<file path="src/rtl/sram_arbiter_if.sv">
// rtl/sram_arbiter_if.sv - requester and SRAM pin bundle for sram_arbiter
interface sram_arbiter_if #(
   parameter int ADDR_W = 19,
   parameter int DATA_W = 16
);
   logic              i_req;
   logic [ADDR_W-1:0] i_addr;
   logic              i_ack;
   logic [DATA_W-1:0] i_rdata;

   logic              d_req;
   logic              d_we;
   logic [ADDR_W-1:0] d_addr;
   logic [DATA_W-1:0] d_wdata;
   logic              d_ack;
   logic [DATA_W-1:0] d_rdata;

   logic [ADDR_W-1:0] sram_addr_full;
   logic [DATA_W-1:0] sram_dq_out;
   logic              sram_dq_oe;
   logic [DATA_W-1:0] sram_dq_in;
   logic              sram_ce_n;
   logic              sram_oe_n;
   logic              sram_we_n;
   logic              busy;

   // master: requesters plus the SRAM data pins feeding back in
   modport master (
      output i_req, i_addr, d_req, d_we, d_addr, d_wdata, sram_dq_in,
      input  i_ack, i_rdata, d_ack, d_rdata, sram_addr_full, sram_dq_out,
             sram_dq_oe, sram_ce_n, sram_oe_n, sram_we_n, busy
   );

   modport slave (
      input  i_req, i_addr, d_req, d_we, d_addr, d_wdata, sram_dq_in,
      output i_ack, i_rdata, d_ack, d_rdata, sram_addr_full, sram_dq_out,
             sram_dq_oe, sram_ce_n, sram_oe_n, sram_we_n, busy
   );
endinterface

</file>
<file path="src/rtl/sram_arbiter.sv">
// rtl/sram_arbiter.sv - two-port arbiter and wait-state sequencer for an async SRAM
// SRAM_ARB_FIXED_PRIO_EN selects fixed data-first priority instead of round-robin.
module sram_arbiter #(
   parameter int ADDR_W   = 19,
   parameter int DATA_W   = 16,
   parameter int WAIT_CYC = 2
) (
   input logic           clk,
   input logic           rst,
   sram_arbiter_if.slave bus
);
   typedef enum logic [1:0] {IDLE, ACCESS, DONE} state_t;

   localparam logic [3:0] WAIT_INIT = 4'(WAIT_CYC);
   localparam logic       ZERO_WAIT = 1'(WAIT_CYC == 0);

   state_t            state;
   logic [3:0]        cnt;
   logic              gnt_d;
   logic              wr;
   logic [ADDR_W-1:0] addr_q;
   logic [DATA_W-1:0] dq_out_q;
   logic              dq_oe_q;
   logic              ce_n_q;
   logic              oe_n_q;
   logic              we_n_q;
   logic              i_ack_q;
   logic              d_ack_q;
   logic [DATA_W-1:0] i_rdata_q;
   logic [DATA_W-1:0] d_rdata_q;
   logic              busy_q;
`ifndef SRAM_ARB_FIXED_PRIO_EN
   logic              rr_last_d;
`endif

   logic grant_d;
   logic start_wr;

   always_comb begin
`ifdef SRAM_ARB_FIXED_PRIO_EN
      grant_d = bus.d_req;
`else
      // On a tie the port that was not served last wins.
      grant_d = bus.d_req && !(bus.i_req && rr_last_d);
`endif
      start_wr = grant_d && bus.d_we;
   end

   always_ff @(posedge clk) begin
      if (rst) begin
         state     <= IDLE;
         cnt       <= '0;
         gnt_d     <= 1'b0;
         wr        <= 1'b0;
         addr_q    <= '0;
         dq_out_q  <= '0;
         dq_oe_q   <= 1'b0;
         ce_n_q    <= 1'b1;
         oe_n_q    <= 1'b1;
         we_n_q    <= 1'b1;
         i_ack_q   <= 1'b0;
         d_ack_q   <= 1'b0;
         i_rdata_q <= '0;
         d_rdata_q <= '0;
         busy_q    <= 1'b0;
`ifndef SRAM_ARB_FIXED_PRIO_EN
         rr_last_d <= 1'b0;
`endif
      end else begin
         case (state)
            IDLE: begin
               i_ack_q <= 1'b0;
               d_ack_q <= 1'b0;
               if (bus.i_req || bus.d_req) begin
                  state  <= ACCESS;
                  cnt    <= WAIT_INIT;
                  gnt_d  <= grant_d;
                  wr     <= start_wr;
                  addr_q <= grant_d ? bus.d_addr : bus.i_addr;
                  if (grant_d) dq_out_q <= bus.d_wdata;
`ifndef SRAM_ARB_FIXED_PRIO_EN
                  rr_last_d <= grant_d;
`endif
                  busy_q  <= 1'b1;
                  ce_n_q  <= 1'b0;
                  oe_n_q  <= start_wr;
                  we_n_q  <= !start_wr;
                  dq_oe_q <= start_wr;
               end else begin
                  busy_q  <= 1'b0;
                  ce_n_q  <= 1'b1;
                  oe_n_q  <= 1'b1;
                  we_n_q  <= 1'b1;
                  dq_oe_q <= 1'b0;
               end
            end
            ACCESS: begin
               if (cnt == 4'd0) begin
                  state  <= DONE;
                  ce_n_q <= 1'b1;
                  oe_n_q <= 1'b1;
                  we_n_q <= 1'b1;
                  // With no wait states the bus is held one more cycle after we_n rises.
                  dq_oe_q <= ZERO_WAIT && wr;
                  if (!wr) begin
                     if (gnt_d) d_rdata_q <= bus.sram_dq_in;
                     else       i_rdata_q <= bus.sram_dq_in;
                  end
                  if (gnt_d) d_ack_q <= 1'b1;
                  else       i_ack_q <= 1'b1;
               end else begin
                  cnt <= cnt - 4'd1;
                  // Raise we_n for the final access cycle so address/data are held past it.
                  if (wr && cnt == 4'd1) we_n_q <= 1'b1;
               end
            end
            DONE: begin
               state   <= IDLE;
               i_ack_q <= 1'b0;
               d_ack_q <= 1'b0;
               dq_oe_q <= 1'b0;
               busy_q  <= 1'b0;
            end
            default: state <= IDLE;
         endcase
      end
   end

   assign bus.i_ack          = i_ack_q;
   assign bus.i_rdata        = i_rdata_q;
   assign bus.d_ack          = d_ack_q;
   assign bus.d_rdata        = d_rdata_q;
   assign bus.sram_addr_full = addr_q;
   assign bus.sram_dq_out    = dq_out_q;
   assign bus.sram_dq_oe     = dq_oe_q;
   assign bus.sram_ce_n      = ce_n_q;
   assign bus.sram_oe_n      = oe_n_q;
   assign bus.sram_we_n      = we_n_q;
   assign bus.busy           = busy_q;
endmodule

</file>
<file path="src/flat_wrapper.sv">
// flat-port wrapper written by rule: the top's interface ports become plain ports
module sram_arbiter_flat 
#(
   parameter int ADDR_W   = 19,
   parameter int DATA_W   = 16,
   parameter int WAIT_CYC = 2
)
  (clk, rst, bus_i_req, bus_i_addr, bus_d_req, bus_d_we, bus_d_addr, bus_d_wdata, bus_sram_dq_in, bus_i_ack, bus_i_rdata, bus_d_ack, bus_d_rdata, bus_sram_addr_full, bus_sram_dq_out, bus_sram_dq_oe, bus_sram_ce_n, bus_sram_oe_n, bus_sram_we_n, bus_busy);
  sram_arbiter_if #(.ADDR_W(ADDR_W), .DATA_W(DATA_W)) bus_i ();
  input logic clk;
  input logic rst;
  input wire logic [$bits(bus_i.i_req)-1:0] bus_i_req;
  input wire logic [$bits(bus_i.i_addr)-1:0] bus_i_addr;
  input wire logic [$bits(bus_i.d_req)-1:0] bus_d_req;
  input wire logic [$bits(bus_i.d_we)-1:0] bus_d_we;
  input wire logic [$bits(bus_i.d_addr)-1:0] bus_d_addr;
  input wire logic [$bits(bus_i.d_wdata)-1:0] bus_d_wdata;
  input wire logic [$bits(bus_i.sram_dq_in)-1:0] bus_sram_dq_in;
  output wire logic [$bits(bus_i.i_ack)-1:0] bus_i_ack;
  output wire logic [$bits(bus_i.i_rdata)-1:0] bus_i_rdata;
  output wire logic [$bits(bus_i.d_ack)-1:0] bus_d_ack;
  output wire logic [$bits(bus_i.d_rdata)-1:0] bus_d_rdata;
  output wire logic [$bits(bus_i.sram_addr_full)-1:0] bus_sram_addr_full;
  output wire logic [$bits(bus_i.sram_dq_out)-1:0] bus_sram_dq_out;
  output wire logic [$bits(bus_i.sram_dq_oe)-1:0] bus_sram_dq_oe;
  output wire logic [$bits(bus_i.sram_ce_n)-1:0] bus_sram_ce_n;
  output wire logic [$bits(bus_i.sram_oe_n)-1:0] bus_sram_oe_n;
  output wire logic [$bits(bus_i.sram_we_n)-1:0] bus_sram_we_n;
  output wire logic [$bits(bus_i.busy)-1:0] bus_busy;
  assign bus_i.i_req = bus_i_req;
  assign bus_i.i_addr = bus_i_addr;
  assign bus_i.d_req = bus_d_req;
  assign bus_i.d_we = bus_d_we;
  assign bus_i.d_addr = bus_d_addr;
  assign bus_i.d_wdata = bus_d_wdata;
  assign bus_i.sram_dq_in = bus_sram_dq_in;
  assign bus_i_ack = bus_i.i_ack;
  assign bus_i_rdata = bus_i.i_rdata;
  assign bus_d_ack = bus_i.d_ack;
  assign bus_d_rdata = bus_i.d_rdata;
  assign bus_sram_addr_full = bus_i.sram_addr_full;
  assign bus_sram_dq_out = bus_i.sram_dq_out;
  assign bus_sram_dq_oe = bus_i.sram_dq_oe;
  assign bus_sram_ce_n = bus_i.sram_ce_n;
  assign bus_sram_oe_n = bus_i.sram_oe_n;
  assign bus_sram_we_n = bus_i.sram_we_n;
  assign bus_busy = bus_i.busy;
  sram_arbiter #(.ADDR_W(ADDR_W), .DATA_W(DATA_W), .WAIT_CYC(WAIT_CYC)) u_core (.clk(clk), .rst(rst), .bus(bus_i));
endmodule
</file>
<file path="config.mk">
export PLATFORM = sky130hd
export DESIGN_NAME = sram_arbiter_flat
export DESIGN_NICKNAME = d
export VERILOG_FILES = /design/src/rtl/sram_arbiter_if.sv /design/src/rtl/sram_arbiter.sv /design/src/flat_wrapper.sv
export SDC_FILE = /design/constraint.sdc
export NUM_CORES = 1
export LEC_CHECK = 0
export CORE_UTILIZATION = 26
export DETAILED_ROUTE_END_ITERATION = 16
export GPL_ROUTABILITY_DRIVEN = 0
export SETUP_SLACK_MARGIN = 0.05
export SKIP_LAST_GASP = 1
export SLEW_MARGIN = 20
export SYNTH_ARGS = -nofsm -noshare
export SYNTH_HDL_FRONTEND = slang
export SYNTH_SLANG_ARGS = --single-unit
</file>
<file path="constraint.sdc">
create_clock -name clk -period 2.33 [get_ports clk]
set_input_delay 0.466 -clock clk [delete_from_list [all_inputs] [get_ports clk]]
set_output_delay 0.466 -clock clk [all_outputs]
set_load 0.01 [all_outputs]
</file>
==> impl_metrics.json <==
{
  "syn_area_per_cell_um2": 8.46,
  "met2_length_mm": 4.20,
  "die-area_mm2": 0.0134,
  "area_growth_pct": 59.4,
  "synthDominantAreaCellType": "sky130_fd_sc_hd__dfxtp_1",
  "drt_drc_violations_left": 0,
  "maximum_number_of_pins_on_one_net_before_global_route_repair": 65,
  "tritoncts.num_buffers": 9,
  "antennaDiodeCount": 0,
  "ys_top_cells_by_area": "sky130_fd_sc_hd__dfxtp_1 49%, sky130_fd_sc_hd__nand2_1 11%, sky130_fd_sc_hd__a21oi_1 8.5%, sky130_fd_sc_hd__mux2i_1 5.7%, sky130_fd_sc_hd__a211oi_1 4.7%",
  "max_freq_ghz": 0.493,
  "setup.worst_path.end_class": "flip-flop",
  "post_route_skew_ps": 5.97,
  "initial_core_util": 0.266,
  "power-per-cell-area_mw_per_mm2": 1030,
  "cts_max_path_buffers": 2,
  "p_leak_nw": 1.96,
  "grt.total_usage": 0.134,
  "htree_num_levels": 3,
  "grt_overflow": 0,
  "ant_nets": 0,
  "setup_viol": 0,
  "grt_pass1_wl_mm": 14.2,
  "timing.slew.headroom": 0.632,
  "synth_enable_flop_cells": 0,
  "postSynthNetCount": 480,
  "met3_wirelength_um": 591,
  "initialDrtViolationCount": 199,
  "clkTransAtPathRegs_ps": 60,
  "ir_drop_v": 0.000525,
  "place_ws_ps": 189,
  "finalSetupTns_ps": 0,
  "mostFrequentLayoutCells": "147 x sky130_fd_sc_hd__clkdlybuf4s50_1, 98 x sky130_fd_sc_hd__nand2_1, 82 x sky130_fd_sc_hd__dfxtp_1, 57 x sky130_fd_sc_hd__a21oi_1, 31 x sky130_fd_sc_hd__nor2_1",
  "synthesis.instances": 397,
  "dp_hpwl_mm": 6.62,
  "worst_skew_pair.late_latency_ps": 330,
  "final.min_clock_period_ps": 2030,
  "drt-pass1-iter-count": 7,
  "drv.max_cap_violation_count": 0,
  "post_cts_buffers": 0,
  "async_flop_share": 0,
  "total_power_mw": 5.53,
  "worstMarginPinSlew_ps": 551,
  "cp_max_fo": 16,
  "floorplan.die.height_um": 116,
  "multi_input_area_mm2": 0.00157,
  "post-synth-top-area-fraction": 0.489,
  "rsz0062_at_grt": "no",
  "cts_resized": 0,
  "most_used_flip_flop_cell_after_synthesis": "sky130_fd_sc_hd__dfxtp_1",
  "first_global_vias": 2972,
  "post_synth_num_cell_types": 43,
  "core.rowCount": 41,
  "min-delay-path-class": "flip-flop to flip-flop",
  "crit_path_start_kind": "flip-flop",
  "criticalPathCategory": "flip-flop to flip-flop",
  "floorplan.io_pins": 149,
  "hold_viol_final": 0,
  "ys_warn_count": 0,
  "nets": 622,
  "detail_route.vias_per_cell": 4.42,
  "seqCellArea_mm2": 0.00164,
  "core_area_mm2": 0.0126,
  "num-fill-cells": 1285,
  "avgRoutedWirePerCell_um": 12.7,
  "seq_area_frac_synth": 0.489,
  "synth_area_mm2": 0.00336,
  "crit_arrival_ps": 2230,
  "final-max-slew-violation-count": 0,
  "cts_hold_buf": 0,
  "post-route-util": 0.424,
  "portBuffers": 148,
  "timing.critical_path.required_ps": 2530,
  "min_period_over_period": 0.871,
  "vias": 3163,
  "detail_route.wirelength_mm": 9.07,
  "ys_ff_latch": 82,
  "cts_tree": "yes",
  "wirelength_met1_mm": 4.17,
  "clock_sinks": 82,
  "antenna_found_initial": 0,
  "final_common_cell": "sky130_fd_sc_hd__clkdlybuf4s50_1",
  "die_w_um": 116,
  "highest_layer_used_for_signal_routing": "met4",
  "run_status": "completed",
  "clockRootBuffer": "sky130_fd_sc_hd__clkbuf_16",
  "post_route_cells_drive_above_1_share": 0.0680,
  "crit_path_setup_slack_layout_ps": 300
}
==> where the power goes <==
group	total, mW	internal, mW	leakage, nW	switching (mW)
logic	2.17	1.09	1.14	1.08
clock network	1.42	0.882	0.151	0.543
registers	1.94	1.72	0.672	0.217
total	5.53	3.69	1.96	1.84
==> worst max-delay path: stages, from the launching register on <==
cell                      delay (ps)
sky130_fd_sc_hd__dfxtp_1         350
sky130_fd_sc_hd__inv_1            90
sky130_fd_sc_hd__ha_1            190
sky130_fd_sc_hd__or3b_4          440
sky130_fd_sc_hd__or4b_4          640
sky130_fd_sc_hd__nand2_1         120
sky130_fd_sc_hd__a21oi_1          70
==> state kept, by name, indices dropped and copies added, names as in the netlist <==
signal                     count
u_core.bus.sram_dq_oe          1
u_core.bus.sram_dq_out        16
u_core.state                   2
u_core.wr                      1
u_core.bus.sram_ce_n           1
u_core.bus.sram_addr_full     19
u_core.cnt                     4
u_core.gnt_d                   1
u_core.bus.busy                1
u_core.bus.i_ack               1
u_core.bus.i_rdata            16
u_core.bus.sram_oe_n           1
u_core.bus.d_rdata            16
u_core.bus.sram_we_n           1
u_core.bus.d_ack               1
==> cells in the mapped netlist (all sizes together) (2+ instances only) <==
master,n
nand3,3
a22oi,2
nor3,2
a31oi,2
nor3b,2
ha,8
nand2b,3
mux2i,19
buf,11
nor4b,2
a211oi,21
nor4,3
clkbuf,17
a21oi,57
inv,7
dfxtp,82
o21ai,7
nor2,31
nand2,100
and2,2
==> routing by layer <==
metal / vias to the layer above / track usage
met4: 0 / 0.0521
li1: 1637 / -
met5: - / 0
met1: 1415 / 0.168
met3: 10 / 0.0329
met2: 101 / 0.223
==> metrics by stage <==
| step | instance area (µm²) | hold WS, ps | std cells |
|---|---|---|---|
| final | 5360 | 454 | 716 |
| after floorplan | 3360 | 481 | 397 |
| after detailed placement | 5050 | 448 | 700 |
| after global routing | 5360 | 474 | 716 |
| after global placement | 5050 | 440 | 700 |
| after CTS | 5360 | 456 | 716 |
==> cell families (layout without fill, tap and decap cells) <==
logic type                 after synthesis  in the layout  share of synthesized area
DFF                                     82             82                      0.489
adders and majority gates                8              8                     0.0298
muxes                                   19             19                     0.0566
buffers and inverters                   35            182                     0.0473
xor gates and xnor gates                 1              1                    0.00261
AOI/OAI and AO/OA                       97             97                      0.169
and+or+nand+nor                        155            155                      0.206
==> final timing paths <==
path | to | cells past startpoint | from | slack (ps)
hold / removal | u_core.bus.sram_dq_out[13] | 2 | u_core.bus.sram_dq_out[13] | 450
setup reg to reg | u_core.bus.i_rdata[15] | 6 | u_core.cnt[0] | 300
hold reg to reg | u_core.bus.sram_dq_out[13] | 2 | u_core.bus.sram_dq_out[13] | 450
setup / recovery | u_core.bus.i_rdata[15] | 6 | u_core.cnt[0] | 300
==> area by class of cell <==
class,instances,share of cell area
Sequential cell,82,0.307
Timing Repair Buffer,159,0.298
Multi-Input combinational cell,280,0.293
Clock buffer,11,0.0472
Tap cell,172,0.0402
Clock inverter,5,0.00981
Inverter,7,0.00491
Power figures use the tool's default switching activity.
==> RTL edit, RTL diff (same flow settings) <==
`DATA_W` is set to 16 in 3 places; all go to 20.
--- a/src/rtl/sram_arbiter_if.sv
+++ b/src/rtl/sram_arbiter_if.sv
@@ -2,5 +2,5 @@
 interface sram_arbiter_if #(
    parameter int ADDR_W = 19,
-   parameter int DATA_W = 16
+   parameter int DATA_W = 20
 );
    logic              i_req;
--- a/src/rtl/sram_arbiter.sv
+++ b/src/rtl/sram_arbiter.sv
@@ -3,5 +3,5 @@
 module sram_arbiter #(
    parameter int ADDR_W   = 19,
-   parameter int DATA_W   = 16,
+   parameter int DATA_W   = 20,
    parameter int WAIT_CYC = 2
 ) (
--- a/src/flat_wrapper.sv
+++ b/src/flat_wrapper.sv
@@ -3,5 +3,5 @@
 #(
    parameter int ADDR_W   = 19,
-   parameter int DATA_W   = 16,
+   parameter int DATA_W   = 20,
    parameter int WAIT_CYC = 2
 )
Interface: changed (5 resized); port bits go from 149 to 169. The function was not compared with the original's and may differ.
==> RTL edit against the unedited design <==
  * Maximum frequency is 8.1% higher
  * Synthesized cell count up 12%
  * Sequential cell count increased by 12
  * Highest routed layer unchanged
  * Total power rose by 8.4%
  * Design area up 9.7%
  * Setup slack improved by 0.15 ns
  * Area after synthesis up 10%
  * Count of clock-buffer cells in the layout fell by 1
  * Largest power group unchanged
  * Worst hold slack got worse by 0.00094 ns
  * Routed wire length is 16% higher
  * Sequential power rose by 13%
  * Via count rose by 13%
  * Sequential share of layout area grew 1.4 points
==> RTL edit: results (changes against the unedited design) <==
[route]
drt_iter0_markers=198  ; -0.50%
wl_per_cell_um=13.4  ; +5.8%
first_pass_iters=6  ; -1
viasPerCell=4.54  ; +2.7%

[placement]
hpwl_mm=7.64  ; +15%
port_buffers=168  ; +14%

[final_layout]
antenna_cells=0  ; unchanged
nets=694  ; +12%
drive_above_1_share_pct=5.76  ; -1.0 points
num-fill-cells=1404  ; +9.3%

[cts]
clockBufferDepth=2  ; unchanged
path_clk_slew_ns=0.07
post_cts_buffers=0  ; unchanged
worstSkewPairLatency_ns=0.34
cts.repair.resized=0  ; unchanged
htree_levels=3  ; unchanged
cts_hold_buffers=0  ; unchanged
root_buffer=clkbuf_16
cts_inserted_buffers=9  ; unchanged

[setup_path]
critPathArrivalTime_ns=2.13  ; -0.10 ns
worstPathMaxFanout=12  ; -4

[power_and_ir_drop]
cellLeakagePower_uw=0.00216  ; +10%
ir_drop_mv=0.484  ; -7.9%
internal-power_uw=3980  ; +7.8%

[grt]
grt_pass1_vias=3393  ; +14%
antenna_found_initial=0  ; unchanged
grt_pass1_wl_mm=16.4  ; +16%
grt_overflow=0  ; unchanged
grt_usage_pct=14.4  ; +0.96 points
grt_max_degree=72  ; +11%

[synthesis]
synth.area.top_cells=dfxtp_1, nand2_1, a21oi_1
yosys-top-cells-count=nand2_1, dfxtp_1, a21oi_1, nor2_1, mux2i_1
synth_edf_count=0  ; unchanged
yosys_warnings=0  ; unchanged
synth-seq-area-share_pct=50.8  ; +1.9 points
ys_types=36  ; -16%
synth_async_sr_flop_share_pct=0  ; unchanged
synth_nets=534  ; +11%

[hold_path]
hp-class=reg -> reg

[sta]
skew_ns=0.00556  ; -0.000408 ns
relSlewSlack_pct=48.8  ; -14 points

[outcome]
status=complete, no violations

[RTL edit: cell types whose count changed after synthesis, moves of 3 or more]
cell / change
and2_1: +4
a21oi_1: +10
buf_4: +5
dfxtp_1: +12
or3_1: +3
nand2_1: +30
nor3_1: +3
[RTL edit: through the flow]
stage	instance area (um2)	worst slack, ns	hold WS, ns	std cells	total power, uW
after floorplan	3710	0.646	0.458	443	3450
after global placement	5570	0.265	0.443	772	4510
after detailed placement	5570	0.214	0.447	772	4560
after CTS	5870	0.471	0.456	788	6080
after global routing	5870	0.238	0.474	788	6400
final	5870	0.453	0.453	788	5990
[RTL edit: area by class of cell]
type	instances	area (um2)	share of cell area (%)
clock buffer	10	239	4.07
clock inverter	6	61.3	1.04
inverter	5	18.8	0.319
multi-input combinational	314	1670	28.5
sequential	94	1880	32.0
tap	180	225	3.83
timing repair buffer	179	1770	30.2
[RTL edit: worst paths after layout]
kind                            slack (ns)                                     from                                       to  depth (start not counted)
worst min register to register        0.45  u_core.bus.sram_dq_out[17]$_SDFFE_PP0P_  u_core.bus.sram_dq_out[17]$_SDFFE_PP0P_                          2
worst min-delay path                  0.45  u_core.bus.sram_dq_out[17]$_SDFFE_PP0P_  u_core.bus.sram_dq_out[17]$_SDFFE_PP0P_                          2
worst max-delay path                  0.45             u_core.state[1]$_SDFFE_PP0P_               u_core.cnt[3]$_SDFFE_PP0P_                          6
worst max register to register        0.45             u_core.state[1]$_SDFFE_PP0P_               u_core.cnt[3]$_SDFFE_PP0P_                          6
[RTL edit: metal layers]
metal / GRT usage (%) / share of wire, % / up-vias
li1: - / - / 1806
met1: 17.1 / 44 / 1632
met2: 23.5 / 47 / 124
met3: 4.37 / 7.5 / 12
met4: 6.56 / 1.8 / 0
met5: 0 / 0 / -
[RTL edit: logic make-up (layout without fill, tap and decap cells)]
family / count (synthesis) / count (layout) / share of synthesized area (%)
AOI/OAI and AO/OA: 99 / 99 / 15.4
adders and majority gates: 8 / 8 / 2.70
xor gates and xnor gates: 1 / 1 / 0.236
muxes: 21 / 21 / 5.67
DFF: 94 / 94 / 50.8
buffers and inverters: 35 / 200 / 4.29
and+or+nand+nor: 185 / 185 / 21.0
[RTL edit: power by group through the flow]
stage	clock, uW	sequential [uW]	combinational [uW]
after CTS	1540	2200	2350
after floorplan	0	2340	1120
after global placement	0	2210	2300
after detailed placement	0	2220	2340
final	1480	2190	2320
after global routing	1600	2240	2560
[RTL edit: worst max-delay path, cell delays in order (launching register included)]
cell,delay (ns)
dfxtp_1,0.40
inv_1,0.09
ha_1,0.32
nand4bb_1,0.26
nand3_2,0.13
or3_1,0.36
a211oi_1,0.22
